### src/rtl/addsub_arbiter.sv
// Two-requester arbiter that shares one 16-bit add/subtract datapath.
// Each operation walks IDLE (grant) -> CALC (ack, compute) -> RESP (valid until owner ready).
module addsub_arbiter #(
  parameter bit RR_EN = 1'b1
) (
  input  logic        i_Clk,
  input  logic        i_Rst,
  input  logic        i_Req0,
  input  logic        i_Req1,
  input  logic [15:0] i_A0,
  input  logic [15:0] i_B0,
  input  logic [15:0] i_A1,
  input  logic [15:0] i_B1,
  input  logic        i_fSub0,
  input  logic        i_fSub1,
  output logic        o_Ack0,
  output logic        o_Ack1,
  output logic        o_Vld0,
  output logic        o_Vld1,
  input  logic        i_Rdy0,
  input  logic        i_Rdy1,
  output logic [15:0] o_S,
  output logic        o_C,
  output logic        o_Busy
);

  typedef enum logic [1:0] {
    IDLE = 2'd0,
    CALC = 2'd1,
    RESP = 2'd2
  } state_e;

  state_e      state_q, state_d;
  logic [15:0] a_q, a_d;
  logic [15:0] b_q, b_d;
  logic        fsub_q, fsub_d;
  logic        gnt_q, gnt_d;
  logic        pri_q, pri_d;
  logic [15:0] s_q, s_d;
  logic        c_q, c_d;

  logic [15:0] sum;
  logic [15:0] b_eff;
  logic [4:0]  carry;
  logic        winner;
  logic        owner_rdy;

  // Shared adder: four 4-bit slices rippling carry; subtract is A + ~B + 1.
  always_comb begin
    b_eff    = fsub_q ? ~b_q : b_q;
    sum      = '0;
    carry    = '0;
    carry[0] = fsub_q;
    for (int i = 0; i < 4; i++) begin
      {carry[i+1], sum[4*i +: 4]} = {1'b0, a_q[4*i +: 4]} + {1'b0, b_eff[4*i +: 4]}
                                    + {4'b0000, carry[i]};
    end
  end

  always_comb begin
    if (i_Req0 && i_Req1) winner = RR_EN ? pri_q : 1'b0;
    else                  winner = i_Req1;
  end

  assign owner_rdy = gnt_q ? i_Rdy1 : i_Rdy0;

  always_comb begin
    // NOTE: every variable gets its hold value first, so no path through the case can infer a latch.
    state_d = state_q;
    a_d     = a_q;
    b_d     = b_q;
    fsub_d  = fsub_q;
    gnt_d   = gnt_q;
    pri_d   = pri_q;
    s_d     = s_q;
    c_d     = c_q;
    case (state_q)
      IDLE: begin
        if (i_Req0 || i_Req1) begin
          state_d = CALC;
          gnt_d   = winner;
          a_d     = winner ? i_A1    : i_A0;
          b_d     = winner ? i_B1    : i_B0;
          fsub_d  = winner ? i_fSub1 : i_fSub0;
          if (RR_EN) pri_d = ~winner;
        end
      end
      CALC: begin
        state_d = RESP;
        s_d     = sum;
        c_d     = carry[4];
      end
      RESP: begin
        if (owner_rdy) state_d = IDLE;
      end
      default: state_d = IDLE;
    endcase
  end

  // NOTE: state flops use non-blocking assignments; reset is synchronous and sampled on the clock edge.
  always_ff @(posedge i_Clk) begin
    if (i_Rst) begin
      state_q <= IDLE;
      a_q     <= '0;
      b_q     <= '0;
      fsub_q  <= 1'b0;
      gnt_q   <= 1'b0;
      pri_q   <= 1'b0;
      s_q     <= '0;
      c_q     <= 1'b0;
    end else begin
      state_q <= state_d;
      a_q     <= a_d;
      b_q     <= b_d;
      fsub_q  <= fsub_d;
      gnt_q   <= gnt_d;
      pri_q   <= pri_d;
      s_q     <= s_d;
      c_q     <= c_d;
    end
  end

  assign o_Ack0 = (state_q == CALC) && !gnt_q;
  assign o_Ack1 = (state_q == CALC) &&  gnt_q;
  assign o_Vld0 = (state_q == RESP) && !gnt_q;
  assign o_Vld1 = (state_q == RESP) &&  gnt_q;
  assign o_S    = s_q;
  assign o_C    = c_q;
  assign o_Busy = (state_q != IDLE);

endmodule

### config.mk
export PLATFORM = sky130hd
export DESIGN_NAME = addsub_arbiter
export DESIGN_NICKNAME = d
export VERILOG_FILES = /design/src/rtl/addsub_arbiter.sv
export SDC_FILE = /design/constraint.sdc
export NUM_CORES = 1
export LEC_CHECK = 0
export CAP_MARGIN = 40
export CORE_ASPECT_RATIO = 0.6
export CORE_MARGIN = 5
export CORE_UTILIZATION = 51
export DETAILED_ROUTE_END_ITERATION = 8
export HOLD_SLACK_MARGIN = 0.03
export MAX_ROUTING_LAYER = met4
export PLACE_DENSITY = 0.9
export RECOVER_POWER = 50
export REMOVE_ABC_BUFFERS = 1
export SETUP_SLACK_MARGIN = 0.1
export SLEW_MARGIN = 20
export SYNTH_ARGS = -nofsm -noshare
export SYNTH_HDL_FRONTEND = slang
export SYNTH_SLANG_ARGS = --single-unit
### constraint.sdc
create_clock -name i_Clk -period 13.4 [get_ports i_Clk]
set_clock_uncertainty 0.15 [all_clocks]
set_input_delay 2.68 -clock i_Clk [delete_from_list [all_inputs] [get_ports i_Clk]]
set_output_delay 2.68 -clock i_Clk [all_outputs]
set_load 0.05 [all_outputs]
### Yosys cells after proc, flatten, opt, wreduce, memory -nomap -nowiden

Index checks and enable logic that the tools add are counted.
Widths: inputs -> output; s select.

* add/subtract/negate cells: 8
* equal/unequal tests: 4
* muxes and demuxes: 9
* bitwise logic cells: 2
* reduce and logical (&&, ||, !) cells: 11

Operator list (number)
* $mux 16: 3
* $add 4x4->5: 4
* $add 5x1->5: 4
* $not 16->16: 1
* $pmux 2 s3: 1
* $logic_and 1x1->1: 5
* $mux 2: 2
* $ne 2x2->1 const B: 2
* $reduce_and 2->1: 2
* $mux 1: 3
* $eq 2x1->1 const B: 1
* $eq 2x2->1 const B: 1
* $logic_not 2->1: 1
* $reduce_bool 2->1: 1
* $logic_not 1->1: 1
* $logic_or 1x1->1: 1
* $not 1->1: 1

* register bits after elaboration: 54
* input port bits: 72
* output and inout port bits: 22
* logic and storage cells: 42

### Logic depth before layout (Yosys ltp)

* depth in word-level cells: 7
* gate-level depth with buffers: 22
* mapped depth without buffers: 21

### Least setup slack after synthesis

No wires, ideal clock.

* path kind: reg2reg
* start: register fsub_q
* end: register s_q[14], in the netlist o_S[14]
* setup time: 0.070 ns
* data arrival time: 4.468 ns
* data required time: 13.180 ns
* path slack: 8.711 ns
* stages on the path, launching flop included: 22
* buffers on the path: 2
* period minus slack after synthesis: 4.689 ns
* cell sequence: dfxtp_1 -> buf_2 -> buf_2 -> xor2_1 -> ha_1 -> a21o_1 -> a21oi_1 -> fa_1 -> fa_1 -> inv_1 -> a21o_1 -> a21oi_1 -> fa_1 -> fa_1 -> inv_1 -> a21o_1 -> a21oi_1 -> fa_1 -> fa_1 -> xnor2_1 -> nand2_1 -> a21oi_1

* cells in the longest elaborated chain, start to end: 6
* elaborated cells between the ends (all ways): 9
* classes of those cells: 8 x add/sub; 1 x mux

RTL lines
* from (decl): line 36 `logic fsub_q, fsub_d;`
* from (signal assigned): line 115 `fsub_q <= fsub_d;`
* $mux 16: line 50 `b_eff = fsub_q ? ~b_q : b_q;`
* $add 4x4->5: line 55 `{carry[i+1], sum[4*i +: 4]} = {1'b0, a_q[4*i +: 4]} + {1'b0, b_eff[4*i +: 4]}`
* $add 5x1->5 (3 in a row): line 56 `+ {4'b0000, carry[i]};`
* $add 5x1->5 (*): line 56
* to (signal assigned): line 109 `s_q <= '0;`
* to (signal assigned): line 118 `s_q <= s_d;`
* to (decl): line 39 `logic [15:0] s_q, s_d;`

Mark *: on every way between the ends. The rest lies on a longest branch, timed or not.
A chain may end at the register's enable or synchronous reset.

==> results.sh <==
export IMPL_std_cell_rows=22
export IMPL_pwr_share_seq=0.394
export IMPL_synth_seq_cells=54
export IMPL_overflow=0
export IMPL_required_ns=13.45
export IMPL_die_y_um=70.39
export IMPL_synthTopCellsByCount="70 x nand3_1, 54 x dfxtp_1, 33 x a31oi_1, 29 x o21ai_0"
export IMPL_crit_path_start_kind="input pin"
export IMPL_hp_start="o_S[10]"
export IMPL_drive_gt1_frac=0.04977
export IMPL_die_area_sq_um=7787
export IMPL_swShare=0.3277
export IMPL_start_util=0.5165
export IMPL_synth_xor_area_frac=0.05652
export IMPL_r2r_end="o_S[14]"
export IMPL_syn_inst=366
export IMPL_grt_max_degree=59
export IMPL_yosys_warnings=0
export IMPL_antenna_found_initial=0
export IMPL_cts_max_level=2
export IMPL_avgSynthCellArea_sq_um=8.468
export IMPL_place_congestion=0.8330
export IMPL_clkSlewWorstSetupHoldPaths_ns=0.10
export IMPL_wl_um=9072
export IMPL_powerDensity_nw_per_um2=116.3
export IMPL_dpl_cell_count=517
export IMPL_peakVddDrop_mv=0.07437
export IMPL_num_vias=3037
export IMPL_period_share=0.4139
export IMPL_finalSetupViolations=0
export IMPL_synth_distinct_cells=37
export IMPL_min_to="o_S[10]"
export IMPL_status="finished, violations left"
export IMPL_synth_mux_area_frac=0.006459
export IMPL_core_area_sq_um=6001
export IMPL_finalCriticalPeriod_ns=5.546
export IMPL_synth_seq_area_share=0.3488
export IMPL_synth_top_cell_area_share=0.3488
export IMPL_track_usage=0.2436
export IMPL_hpwlAfterDp_um=6624
export IMPL_fmax_ghz=0.1803
export IMPL_grt_pass1_wl_um=15200
export IMPL_port_buffers=93
export IMPL_pwr_share_comb=0.331
export IMPL_grt_pass1_vias=3104
export IMPL_r2r_start="fsub_q"
export IMPL_end_kind="register"
export IMPL_pwr_share_clk=0.275
export IMPL_fin_cells=526
export IMPL_r2r_cells=22
export IMPL_path_class="input pin to register"
export IMPL_synth_compound_gate_area_share=0.1906
export IMPL_cts_root_buffer="clkbuf_8"
export IMPL_finalWorstSetupSlack_ns=7.854
export IMPL_drt_pass1_iterations=4
export IMPL_synth_top_area_cell="dfxtp_1"
export IMPL_wl_per_cell_um=17.25
export IMPL_cap_violations=1
export IMPL_rsz0062_at_grt="false"
export IMPL_whs_path_depth=2
export IMPL_clock_latency_ns=0.31
export IMPL_hold_viol_final=0
export IMPL_synth_area_top_cells="dfxtp_1 35%, nand3_1 11%, a31oi_1 6.7%"
export IMPL_synth_async_reset_ratio=0
export IMPL_p_leak_nw=1.597
export IMPL_synth_ff_type="dfxtp_1"
export IMPL_synth_edf_count=0
export IMPL_cts_tree="done"
export IMPL_slew_viol_final=59
export IMPL_synthesis_area_sq_um=3099
export IMPL_cts_resized_gates=0
export IMPL_setup_tns_final_ns=0
export IMPL_yosysMostFrequentCell="nand3_1"
export IMPL_synth_top_family_by_area="simple AND/OR/NAND/NOR gates"
export IMPL_drtIter0Drc=218
export IMPL_viasPerCell=5.774
export IMPL_critPathArrivalTime_ns=5.59
export IMPL_io_pins=94
export IMPL_numCtsBuffers=5
export IMPL_drc=0
export IMPL_antennaDiodeCount=0
export IMPL_syn_to_final_growth_pct=34.03
export IMPL_synth_fa_ha_area_frac=0.09366
export IMPL_pre_cts_slack_ns=7.884
export IMPL_cp_max_fo=58
export IMPL_nNetsFinal=532
export IMPL_p_sw_uw=158.3
export IMPL_tightest_slew_ns=2.520
export IMPL_cts_hold_repair_buffers=0
export IMPL_slew_headroom=-0.6800
export IMPL_ff2ff_setup_slack_ns=7.92
export IMPL_cts_path_max_buffers=2
export IMPL_cts_sinks=54
export IMPL_violations="max-capacitance violations, max-slew violations"
export IMPL_ant_nets=0
export IMPL_postCtsSetupBuffers=0
export IMPL_p_int_uw=324.7
export IMPL_hp_class="register to register"
export IMPL_dieWidth_um=110.6
export IMPL_synthSimpleGateAreaFrac=0.2156
state kept, by name (all words and copies together) (netlist names):
| signal | count |
|---|---|
| o_C | 1 |
| o_S | 16 |
| gnt_q | 1 |
| state_q | 2 |
| fsub_q | 1 |
| pri_q | 1 |
| b_q | 16 |
| a_q | 16 |
kinds of logic after synthesis:
logic type / count (synthesis)
compound gates: 100
xor+xnor: 20
fa+ha+maj: 19
buf+inv: 49
flops: 54
mux: 2
simple gates: 122
how the worst max path moves through the flow:
stage	depth (start not counted)	slack (ns)	start	endpoint
floorplan	21	8.34	fsub_q	o_S[14]
global placement	21	8.10	fsub_q	o_S[14]
detailed placement	21	7.88	fsub_q	o_S[14]
CTS	21	7.77	fsub_q	o_S[14]
global route	22	7.59	fsub_q	o_S[14]
finish	5	7.85	i_Rst	o_S[3]
area by class of cell:
cell class                 count  area [sq um]
inverter                      15         56.30
clock buffer                   6         82.58
tap                           84         105.1
timing repair buffer         102          1020
fill                         482          1847
sequential                    54          1081
multi-input combinational    263          1749
clock inverter                 2         60.06
power by group through the flow:
stage / clock, mW / combinational [mW] / sequential [mW]
after floorplan: 0 / 0.0755 / 0.210
after global placement: 0 / 0.148 / 0.194
after detailed placement: 0 / 0.157 / 0.195
after CTS: 0.134 / 0.159 / 0.192
after global routing: 0.141 / 0.174 / 0.193
final: 0.133 / 0.160 / 0.191
per-stage QoR:
| stage | area [sq um] | hold slack [ns] | utilization | power [mW] |
|---|---|---|---|---|
| 2_1_floorplan | 2882 | 0.3021 | - | 0.2858 |
| 3_3_place_gp | 3948 | 0.2930 | 0.6578 | 0.3422 |
| 3_5_place_dp | 4000 | 0.3058 | 0.6666 | 0.3524 |
| 4_1_cts | 4143 | 0.3191 | 0.6904 | 0.4845 |
| 5_1_grt | 4154 | 0.3286 | 0.6922 | 0.5074 |
| 6_report | 4154 | 0.3164 | 0.6922 | 0.4830 |
placed cells by master, fill, tap and decap left out, types with 2 or more instances in the layout:
| cell | count |
|---|---|
| nand4_1 | 3 |
| inv_1 | 15 |
| clkdlybuf4s50_1 | 75 |
| clkbuf_8 | 6 |
| dlygate4sd3_1 | 17 |
| buf_4 | 3 |
| o21ai_0 | 29 |
| o21ai_1 | 6 |
| nor2b_1 | 5 |
| nand3b_1 | 7 |
| a211oi_1 | 8 |
| nor3b_4 | 2 |
| buf_8 | 3 |
| mux2i_1 | 2 |
| nand2_1 | 11 |
| xor2_1 | 12 |
| xnor2_1 | 8 |
| a2111oi_0 | 3 |
| nand2b_1 | 5 |
| fa_1 | 7 |
| nand3_1 | 70 |
| buf_6 | 2 |
| ha_1 | 12 |
| bufinv_16 | 2 |
| dfxtp_1 | 54 |
| nor2_1 | 10 |
| a21oi_1 | 15 |
| a21o_1 | 4 |
| a31oi_1 | 33 |
metal layers:
layer / part of all wire / up-vias / wire [um] / GRT usage
met5: 0 / - / 0 / -
li1: - / 1472 / - / -
met3: 0.071 / 10 / 642 / 0.05541
met4: 0.0098 / 0 / 89 / 0.06557
met2: 0.45 / 127 / 4125 / 0.3871
met1: 0.46 / 1428 / 4214 / 0.3148
worst max-delay path, cell delays in order:
cell      delay [ns]
buf_2           0.08
clkbuf_1        1.79
inv_1           0.52
a32oi_1         0.40
nand3_1         0.12
Note: power is estimated with default switching activity, not from simulation.
